==> config.mk <==
export PLATFORM = sky130hd
export DESIGN_NAME = ps2_rx_frame_flat
export DESIGN_NICKNAME = d
export VERILOG_FILES = /design/src/rtl/ps2_rx_frame_pkg.sv /design/src/rtl/ps2_rx_frame_if.sv /design/src/rtl/ps2_rx_frame_clk_filter.sv /design/src/rtl/ps2_rx_frame.sv /design/src/flat_wrapper.sv
export SDC_FILE = /design/constraint.sdc
export NUM_CORES = 1
export LEC_CHECK = 0
export CORE_MARGIN = 1.5
export CORE_UTILIZATION = 52
export CTS_CLUSTER_DIAMETER = 40
export CTS_CLUSTER_SIZE = 28
export DETAILED_ROUTE_END_ITERATION = 8
export MAX_ROUTING_LAYER = met4
export PLACE_DENSITY = 0.74
export SYNTH_ARGS = -nofsm -noshare
export SYNTH_HDL_FRONTEND = slang
export SYNTH_SLANG_ARGS = --single-unit
==> constraint.sdc <==
create_clock -name CLOCK_50 -period 1.8 [get_ports CLOCK_50]
set_input_delay 0.54 -clock CLOCK_50 [delete_from_list [all_inputs] [get_ports CLOCK_50]]
set_output_delay 0.54 -clock CLOCK_50 [all_outputs]
set_load 0.02 [all_outputs]
==> src/rtl/ps2_rx_frame_pkg.sv <==
// Shared PS/2 receive definitions: FSM encoding, default tuning and protocol bytes.
// Also used by keyboard_press_driver for the break/extend prefixes.
package ps2_pkg;

    localparam int unsigned SYNC_STAGES_DEF    = 2;
    localparam int unsigned FILTER_LEN_DEF     = 8;
    localparam int unsigned TIMEOUT_CYCLES_DEF = 100000;

    localparam logic [1:0] ST_IDLE   = 2'd0;
    localparam logic [1:0] ST_DATA   = 2'd1;
    localparam logic [1:0] ST_PARITY = 2'd2;
    localparam logic [1:0] ST_STOP   = 2'd3;

    localparam logic [7:0] PS2_BREAK  = 8'hF0;
    localparam logic [7:0] PS2_EXTEND = 8'hE0;

    // Odd parity over data+parity, and the stop bit must be high.
    function automatic logic frame_ok(input logic [7:0] data, input logic par, input logic stop);
        return stop & (^{data, par});
    endfunction

endpackage

==> src/rtl/ps2_rx_frame_if.sv <==
// Scan-code handshake between the PS/2 receiver (master) and its consumer (slave).
interface ps2_rx_frame_if;

    logic       read;
    logic       scan_ready;
    logic [7:0] scan_code;
    logic       frame_err;
    logic       overrun;

    modport master (
        input  read,
        output scan_ready,
        output scan_code,
        output frame_err,
        output overrun
    );

    modport slave (
        output read,
        input  scan_ready,
        input  scan_code,
        input  frame_err,
        input  overrun
    );

endinterface

==> src/rtl/ps2_rx_frame_clk_filter.sv <==
// PS/2 line front end: synchronisers, PS2_CLK run-length glitch filter and
// a one-cycle pulse on each filtered falling edge, plus the synchronised data line.
module ps2_clk_filter
    import ps2_pkg::*;
#(
    parameter int unsigned SYNC_STAGES = SYNC_STAGES_DEF,
    parameter int unsigned FILTER_LEN  = FILTER_LEN_DEF
) (
    input  logic CLOCK_50,
    input  logic reset,
    input  logic PS2_CLK,
    input  logic PS2_DAT,
    output logic fall,
    output logic dat
);

    localparam int unsigned CW = $clog2(FILTER_LEN + 1);

    logic [SYNC_STAGES-1:0] clk_sync;
    logic [SYNC_STAGES-1:0] dat_sync;
    logic                   clk_filt;
    logic [CW-1:0]          run_len;
    logic                   clk_s;

    assign clk_s = clk_sync[SYNC_STAGES-1];
    assign dat   = dat_sync[SYNC_STAGES-1];

    always_ff @(posedge CLOCK_50 or posedge reset) begin
        if (reset) begin
            clk_sync <= '1;
            dat_sync <= '1;
        end else begin
            clk_sync <= {clk_sync[SYNC_STAGES-2:0], PS2_CLK};
            dat_sync <= {dat_sync[SYNC_STAGES-2:0], PS2_DAT};
        end
    end

    // run_len counts consecutive samples that disagree with the filtered level;
    // the filtered clock flips on the FILTER_LEN-th such sample.
    always_ff @(posedge CLOCK_50 or posedge reset) begin
        if (reset) begin
            clk_filt <= 1'b1;
            run_len  <= '0;
            fall     <= 1'b0;
        end else begin
            fall <= 1'b0;
            if (clk_s == clk_filt) begin
                run_len <= '0;
            end else if (run_len == CW'(FILTER_LEN - 1)) begin
                clk_filt <= clk_s;
                run_len  <= '0;
                fall     <= clk_filt;
            end else begin
                run_len <= run_len + CW'(1);
            end
        end
    end

endmodule

==> src/rtl/ps2_rx_frame.sv <==
// PS/2 device-to-host frame receiver on CLOCK_50 with frame checking,
// stall watchdog and scan_ready/read handshake with overrun reporting.
module ps2_rx_frame
    import ps2_pkg::*;
#(
    parameter int unsigned SYNC_STAGES    = SYNC_STAGES_DEF,
    parameter int unsigned FILTER_LEN     = FILTER_LEN_DEF,
    parameter int unsigned TIMEOUT_CYCLES = TIMEOUT_CYCLES_DEF
) (
    input  logic           CLOCK_50,
    input  logic           reset,
    input  logic           PS2_CLK,
    input  logic           PS2_DAT,
    ps2_rx_frame_if.master bus
);

    localparam int unsigned WW = $clog2(TIMEOUT_CYCLES + 1);

    logic          fall;
    logic          dat;
    logic [1:0]    state;
    logic [2:0]    bitcnt;
    logic [7:0]    shreg;
    logic          par;
    logic [WW-1:0] wd;
    logic          commit;
    logic          reject;
    logic          timeout;

    logic          scan_ready_q;
    logic [7:0]    scan_code_q;
    logic          frame_err_q;
    logic          overrun_q;

    ps2_clk_filter #(
        .SYNC_STAGES (SYNC_STAGES),
        .FILTER_LEN  (FILTER_LEN)
    ) u_filter (
        .CLOCK_50 (CLOCK_50),
        .reset    (reset),
        .PS2_CLK  (PS2_CLK),
        .PS2_DAT  (PS2_DAT),
        .fall     (fall),
        .dat      (dat)
    );

    always_comb begin
        commit  = 1'b0;
        reject  = 1'b0;
        timeout = 1'b0;
        if (fall && state == ST_STOP) begin
            commit = frame_ok(shreg, par, dat);
            reject = ~frame_ok(shreg, par, dat);
        end
        if (state != ST_IDLE && !fall && wd == WW'(TIMEOUT_CYCLES - 1))
            timeout = 1'b1;
    end

    // A timeout overrides the case-selected next state.
    always_ff @(posedge CLOCK_50 or posedge reset) begin
        if (reset) begin
            state  <= ST_IDLE;
            bitcnt <= '0;
            shreg  <= '0;
            par    <= 1'b0;
            wd     <= '0;
        end else begin
            case (state)
                ST_IDLE: begin
                    if (fall && !dat) begin
                        state  <= ST_DATA;
                        bitcnt <= '0;
                    end
                end
                ST_DATA: begin
                    if (fall) begin
                        shreg[bitcnt] <= dat;
                        bitcnt        <= bitcnt + 3'd1;
                        if (bitcnt == 3'd7)
                            state <= ST_PARITY;
                    end
                end
                ST_PARITY: begin
                    if (fall) begin
                        par   <= dat;
                        state <= ST_STOP;
                    end
                end
                ST_STOP: begin
                    if (fall)
                        state <= ST_IDLE;
                end
                default: state <= ST_IDLE;
            endcase

            if (state == ST_IDLE || fall) begin
                wd <= '0;
            end else if (timeout) begin
                wd    <= '0;
                state <= ST_IDLE;
            end else begin
                wd <= wd + WW'(1);
            end
        end
    end

    // A commit takes priority over a coincident read.
    always_ff @(posedge CLOCK_50 or posedge reset) begin
        if (reset) begin
            scan_ready_q <= 1'b0;
            scan_code_q  <= '0;
            frame_err_q  <= 1'b0;
            overrun_q    <= 1'b0;
        end else begin
            frame_err_q <= reject | timeout;
            if (commit) begin
                scan_code_q  <= shreg;
                scan_ready_q <= 1'b1;
                overrun_q    <= scan_ready_q & ~bus.read;
            end else if (bus.read) begin
                scan_ready_q <= 1'b0;
                overrun_q    <= 1'b0;
            end
        end
    end

    assign bus.scan_ready = scan_ready_q;
    assign bus.scan_code  = scan_code_q;
    assign bus.frame_err  = frame_err_q;
    assign bus.overrun    = overrun_q;

endmodule

==> src/flat_wrapper.sv <==
// flat-port wrapper written by rule: the top's interface ports become plain ports
module ps2_rx_frame_flat import ps2_pkg::*;
#(
    parameter int unsigned SYNC_STAGES    = SYNC_STAGES_DEF,
    parameter int unsigned FILTER_LEN     = FILTER_LEN_DEF,
    parameter int unsigned TIMEOUT_CYCLES = TIMEOUT_CYCLES_DEF
)
  (CLOCK_50, reset, PS2_CLK, PS2_DAT, bus_read, bus_scan_ready, bus_scan_code, bus_frame_err, bus_overrun);
  ps2_rx_frame_if bus_i ();
  input  logic CLOCK_50;
  input  logic reset;
  input  logic PS2_CLK;
  input  logic PS2_DAT;
  input wire logic [$bits(bus_i.read)-1:0] bus_read;
  output wire logic [$bits(bus_i.scan_ready)-1:0] bus_scan_ready;
  output wire logic [$bits(bus_i.scan_code)-1:0] bus_scan_code;
  output wire logic [$bits(bus_i.frame_err)-1:0] bus_frame_err;
  output wire logic [$bits(bus_i.overrun)-1:0] bus_overrun;
  assign bus_i.read = bus_read;
  assign bus_scan_ready = bus_i.scan_ready;
  assign bus_scan_code = bus_i.scan_code;
  assign bus_frame_err = bus_i.frame_err;
  assign bus_overrun = bus_i.overrun;
  ps2_rx_frame #(.SYNC_STAGES(SYNC_STAGES), .FILTER_LEN(FILTER_LEN), .TIMEOUT_CYCLES(TIMEOUT_CYCLES)) u_core (.CLOCK_50(CLOCK_50), .reset(reset), .PS2_CLK(PS2_CLK), .PS2_DAT(PS2_DAT), .bus(bus_i));
endmodule
==> flow_metrics.py <==
metrics = {
    "outcome": {
        "outcome": "finished with violations",
        "failed_checks": "setup timing",
    },
    "setup_path": {
        "r2r_setup_slack_ns": -0.03,
        "worstPathCellList": "xnor2_1, xnor3_2, mux2i_4, buf_12, mux2_2",
        "critPathBufInv": 1,
        "r2r-start": "u_core.shreg[3]",
        "critPathKind": "reg2reg",
        "crit_path_end_kind": "flop",
        "start_kind": "flop",
        "cp.depth": 5,
        "reg2reg_to": "u_core.bus.scan_code[6]",
        "reg2reg_depth": 5,
        "critPathMaxFanout": 9,
        "slowest_stage": "xnor3_2",
        "cp-startpoint": "u_core.shreg[3]",
        "worstPathArrival_ns": 2.02,
        "crit_required_ns": 1.99,
        "path_delay_family": "XOR/XNOR gates",
        "crit_end": "u_core.bus.scan_code[6]",
        "max_stage_delay_ns": 0.48,
    },
    "clock_tree": {
        "cts_max_path_buffers": 2,
        "clkTransAtPathRegs_ns": 0.09,
        "cts_tree": "yes",
        "cts_max_level": 2,
        "cts_root_buf": "clkbuf_8",
        "clkLatencyLatePin_ns": 0.30,
        "cts_buffers": 5,
        "clock_sinks": 52,
    },
    "global_routing": {
        "grt_pass1_vias": 1591,
        "antenna_found_initial": 0,
        "grtUsageMet2_pct": 28.2,
        "met1_usage_pct": 25.0,
        "busiest_layer": "met2",
        "grt_overflow": 0,
        "grt_max_degree": 44,
        "grt_first_pass_wirelength_mm": 7.14,
        "use_met3_pct": 3.85,
        "grt_util_all_layers_pct": 18.4,
    },
    "floorplan": {
        "die_y_um": 70.7,
        "io_pins": 16,
        "start_util_pct": 54.3,
        "die_x_um": 70.7,
        "fp-row-count": 24,
        "core_area_um2": 4380,
        "die_area_um2": 5000,
    },
    "min_path": {
        "holdCritPathClass": "reg2reg",
    },
    "logic_synthesis": {
        "synthTopCellsByArea": "dfrtp_1 49%, mux2_2 7.6%, dfstp_2 5.5%",
        "synthTopCellsByCount": "47 x dfrtp_1, 22 x nor2_1, 16 x mux2_2",
        "syn-num-nets": 215,
        "yosysWarnings": 0,
        "synth-simple-area-share_pct": 18.8,
        "synth_top_family_by_area": "simple AND/OR/NAND/NOR gates",
        "yosysTopAreaCell": "dfrtp_1",
        "muxShareOfSynthArea_pct": 8.93,
        "syn_area_um2": 2380,
        "synth-xor-area-share_pct": 8.61,
        "yosysMostFrequentCell": "dfrtp_1",
        "ys_seq_elements": 52,
        "synthFlopType": "dfrtp_1",
        "async_flop_share_pct": 100,
        "synth_compound_area_share_pct": 5.36,
        "syn_avg_cell_area_um2": 11.6,
        "yosysUniqueCellTypes": 37,
        "synth_edf_count": 0,
        "syn_inst": 206,
        "yosysSeqAreaShare_pct": 54.9,
        "synth_fa_ha_area_share_pct": 2.10,
        "synth_top_cell_area_share_pct": 49.4,
    },
    "detailed_routing": {
        "firstDrtPassIters": 4,
        "wl_per_cell_um": 13.6,
        "ant_nets": 0,
        "totalWireLength_mm": 3.98,
        "vias": 1576,
        "drcViolationCount": 0,
        "drt_iter0_markers": 42,
        "via_per_inst": 5.38,
    },
    "timing": {
        "rsz0062_at_grt": "yes",
        "finClkSkew_ns": 0.00718,
        "fmax_mhz": 547,
        "drv_slew": 0,
        "hold_violations": 0,
        "setup_viol": 7,
        "min_period_over_period_pct": 101,
        "setup_ws_ns": -0.0266,
        "maxSlewHeadroom_pct": 73.1,
        "tightest_slew_ns": 0.399,
        "post-route-min-period_ns": 1.83,
    },
    "cells_and_area": {
        "diodes": 0,
        "final_layout_size_suffix_gt1_share_pct": 20.7,
        "final_nets": 249,
        "fill_cells": 360,
        "syn2layout_area_growth_pct": 19.8,
        "fin_util_pct": 65.1,
    },
    "place": {
        "place_hpwl_mm": 2.73,
        "place_congestion": 0.777,
        "dp_slack_ns": -0.0914,
        "port_buffers": 15,
    },
    "power_and_ir_drop": {
        "p_leak_nw": 1.36,
        "power_density_nw_per_um2": 754,
        "vdd_drop_max_mv": 0.634,
    },
    "run": {
        "max_cap_viol_count": 0,
    },
}
flip-flops by register name, indices dropped and copies added, names as in the netlist:
| signal | flops |
|---|---|
| u_core.bus.overrun | 1 |
| u_core.bus.scan_code | 8 |
| u_core.u_filter.fall | 1 |
| u_core.u_filter.clk_sync | 2 |
| u_core.bus.scan_ready | 1 |
| u_core.u_filter.clk_filt | 1 |
| u_core.state | 2 |
| u_core.u_filter.run_len | 4 |
| u_core.bus.frame_err | 1 |
| u_core.u_filter.dat_sync | 2 |
| u_core.par | 1 |
| u_core.bitcnt | 3 |
| u_core.wd | 17 |
| u_core.shreg | 8 |
kinds of logic after synthesis:
logic type               count (synthesis)
flip-flops                              52
multiplexers                            18
adder cells (fa/ha/maj)                  4
XOR/XNOR                                20
AND/OR/NAND/NOR                         84
buffers and inverters                    8
AO/OA/AOI/OAI                           20
layer usage:
| layer | wire (µm) | up-vias |
|---|---|---|
| met1 | 2040 | 757 |
| li1 | - | 794 |
| met3 | 124 | 5 |
| met5 | 0 | - |
| met2 | 1770 | 20 |
| met4 | 49 | 0 |
stage by stage:
step	instances	hold WS (ns)	total power [mW]	area, µm²	setup TNS [ns]
finish	293	0.360	2.15	2850	-0.131
CTS	292	0.362	2.18	2830	-0.177
global placement	283	0.346	1.40	2700	-0.514
global route	293	0.365	2.25	2850	-0.656
detailed placement	283	0.348	1.40	2700	-0.715
floorplan	206	0.345	1.36	2380	-0.0757
power by group:
part	switching, mW	total (mW)	internal (mW)
combinational	0.0645	0.126	0.0611
clock	0.365	0.778	0.413
sequential	0.0296	1.25	1.22
total	0.459	2.15	1.69
layout make-up:
class / instances / area (µm²) / area share [%]
clock buffer: 6 / 72.6 / 2.54
sequential: 52 / 1310 / 45.8
inverter: 3 / 11.3 / 0.395
multi-input combinational: 146 / 1060 / 37.2
clock inverter: 2 / 35.0 / 1.23
tap: 52 / 65.1 / 2.28
timing repair buffer: 32 / 302 / 10.6
cell usage in the layout (no fill, tap or decap), types with 2 or more instances in the layout:
master and count:
nand3b_1 4, xnor2_1 10, dfstp_2 5, xor2_1 8, a22o_1 2, nand2b_1 3
clkbuf_8 5, dlygate4sd2_1 7, o21bai_1 2, nor2b_1 4, nor4bb_1 2, o21ai_0 5
nor4_1 2, mux2_2 13, inv_1 2, nor2_1 22, nand2_1 12, nand3_1 9
clkdlybuf4s50_1 5, dfrtp_1 47, mux2_4 3, or3_1 3, buf_12 2, o31ai_1 2
nand4_1 7, buf_4 15, a21oi_1 6, ha_1 4, nor3_1 4, nor3b_1 5
dlymetal6s2s_1 3, and3_1 3
repair_timing:
action	4_1_cts	5_1_grt
resized for setup	9	6
hold buffers	0	0
endpoints found under the setup margin	16	14
endpoints found under the hold margin	0	0
setup buffers	1	1
pin swaps	0	0
how the worst min path moves through the flow:
stage,from,endpoint,slack [ns],cells after the start
after floorplan,u_core.u_filter.clk_sync[0],u_core.u_filter.clk_sync[1],0.35,0
after global placement,u_core.u_filter.clk_sync[0],u_core.u_filter.clk_sync[1],0.35,0
after detailed placement,u_core.u_filter.dat_sync[0],u_core.u_filter.dat_sync[1],0.35,0
after CTS,u_core.u_filter.dat_sync[0],u_core.u_filter.dat_sync[1],0.36,0
after global routing,u_core.u_filter.dat_sync[0],u_core.u_filter.dat_sync[1],0.37,0
final,u_core.u_filter.clk_sync[0],u_core.u_filter.clk_sync[1],0.36,0
worst reg2reg max path, cell delays in order, from the launching register on:
cell and delay (ns):
dfrtp_1 0.40, xnor2_1 0.16, xnor3_2 0.48, mux2i_4 0.21, buf_12 0.15, mux2_2 0.33
No activity file was read; power rests on OpenSTA's default activity.
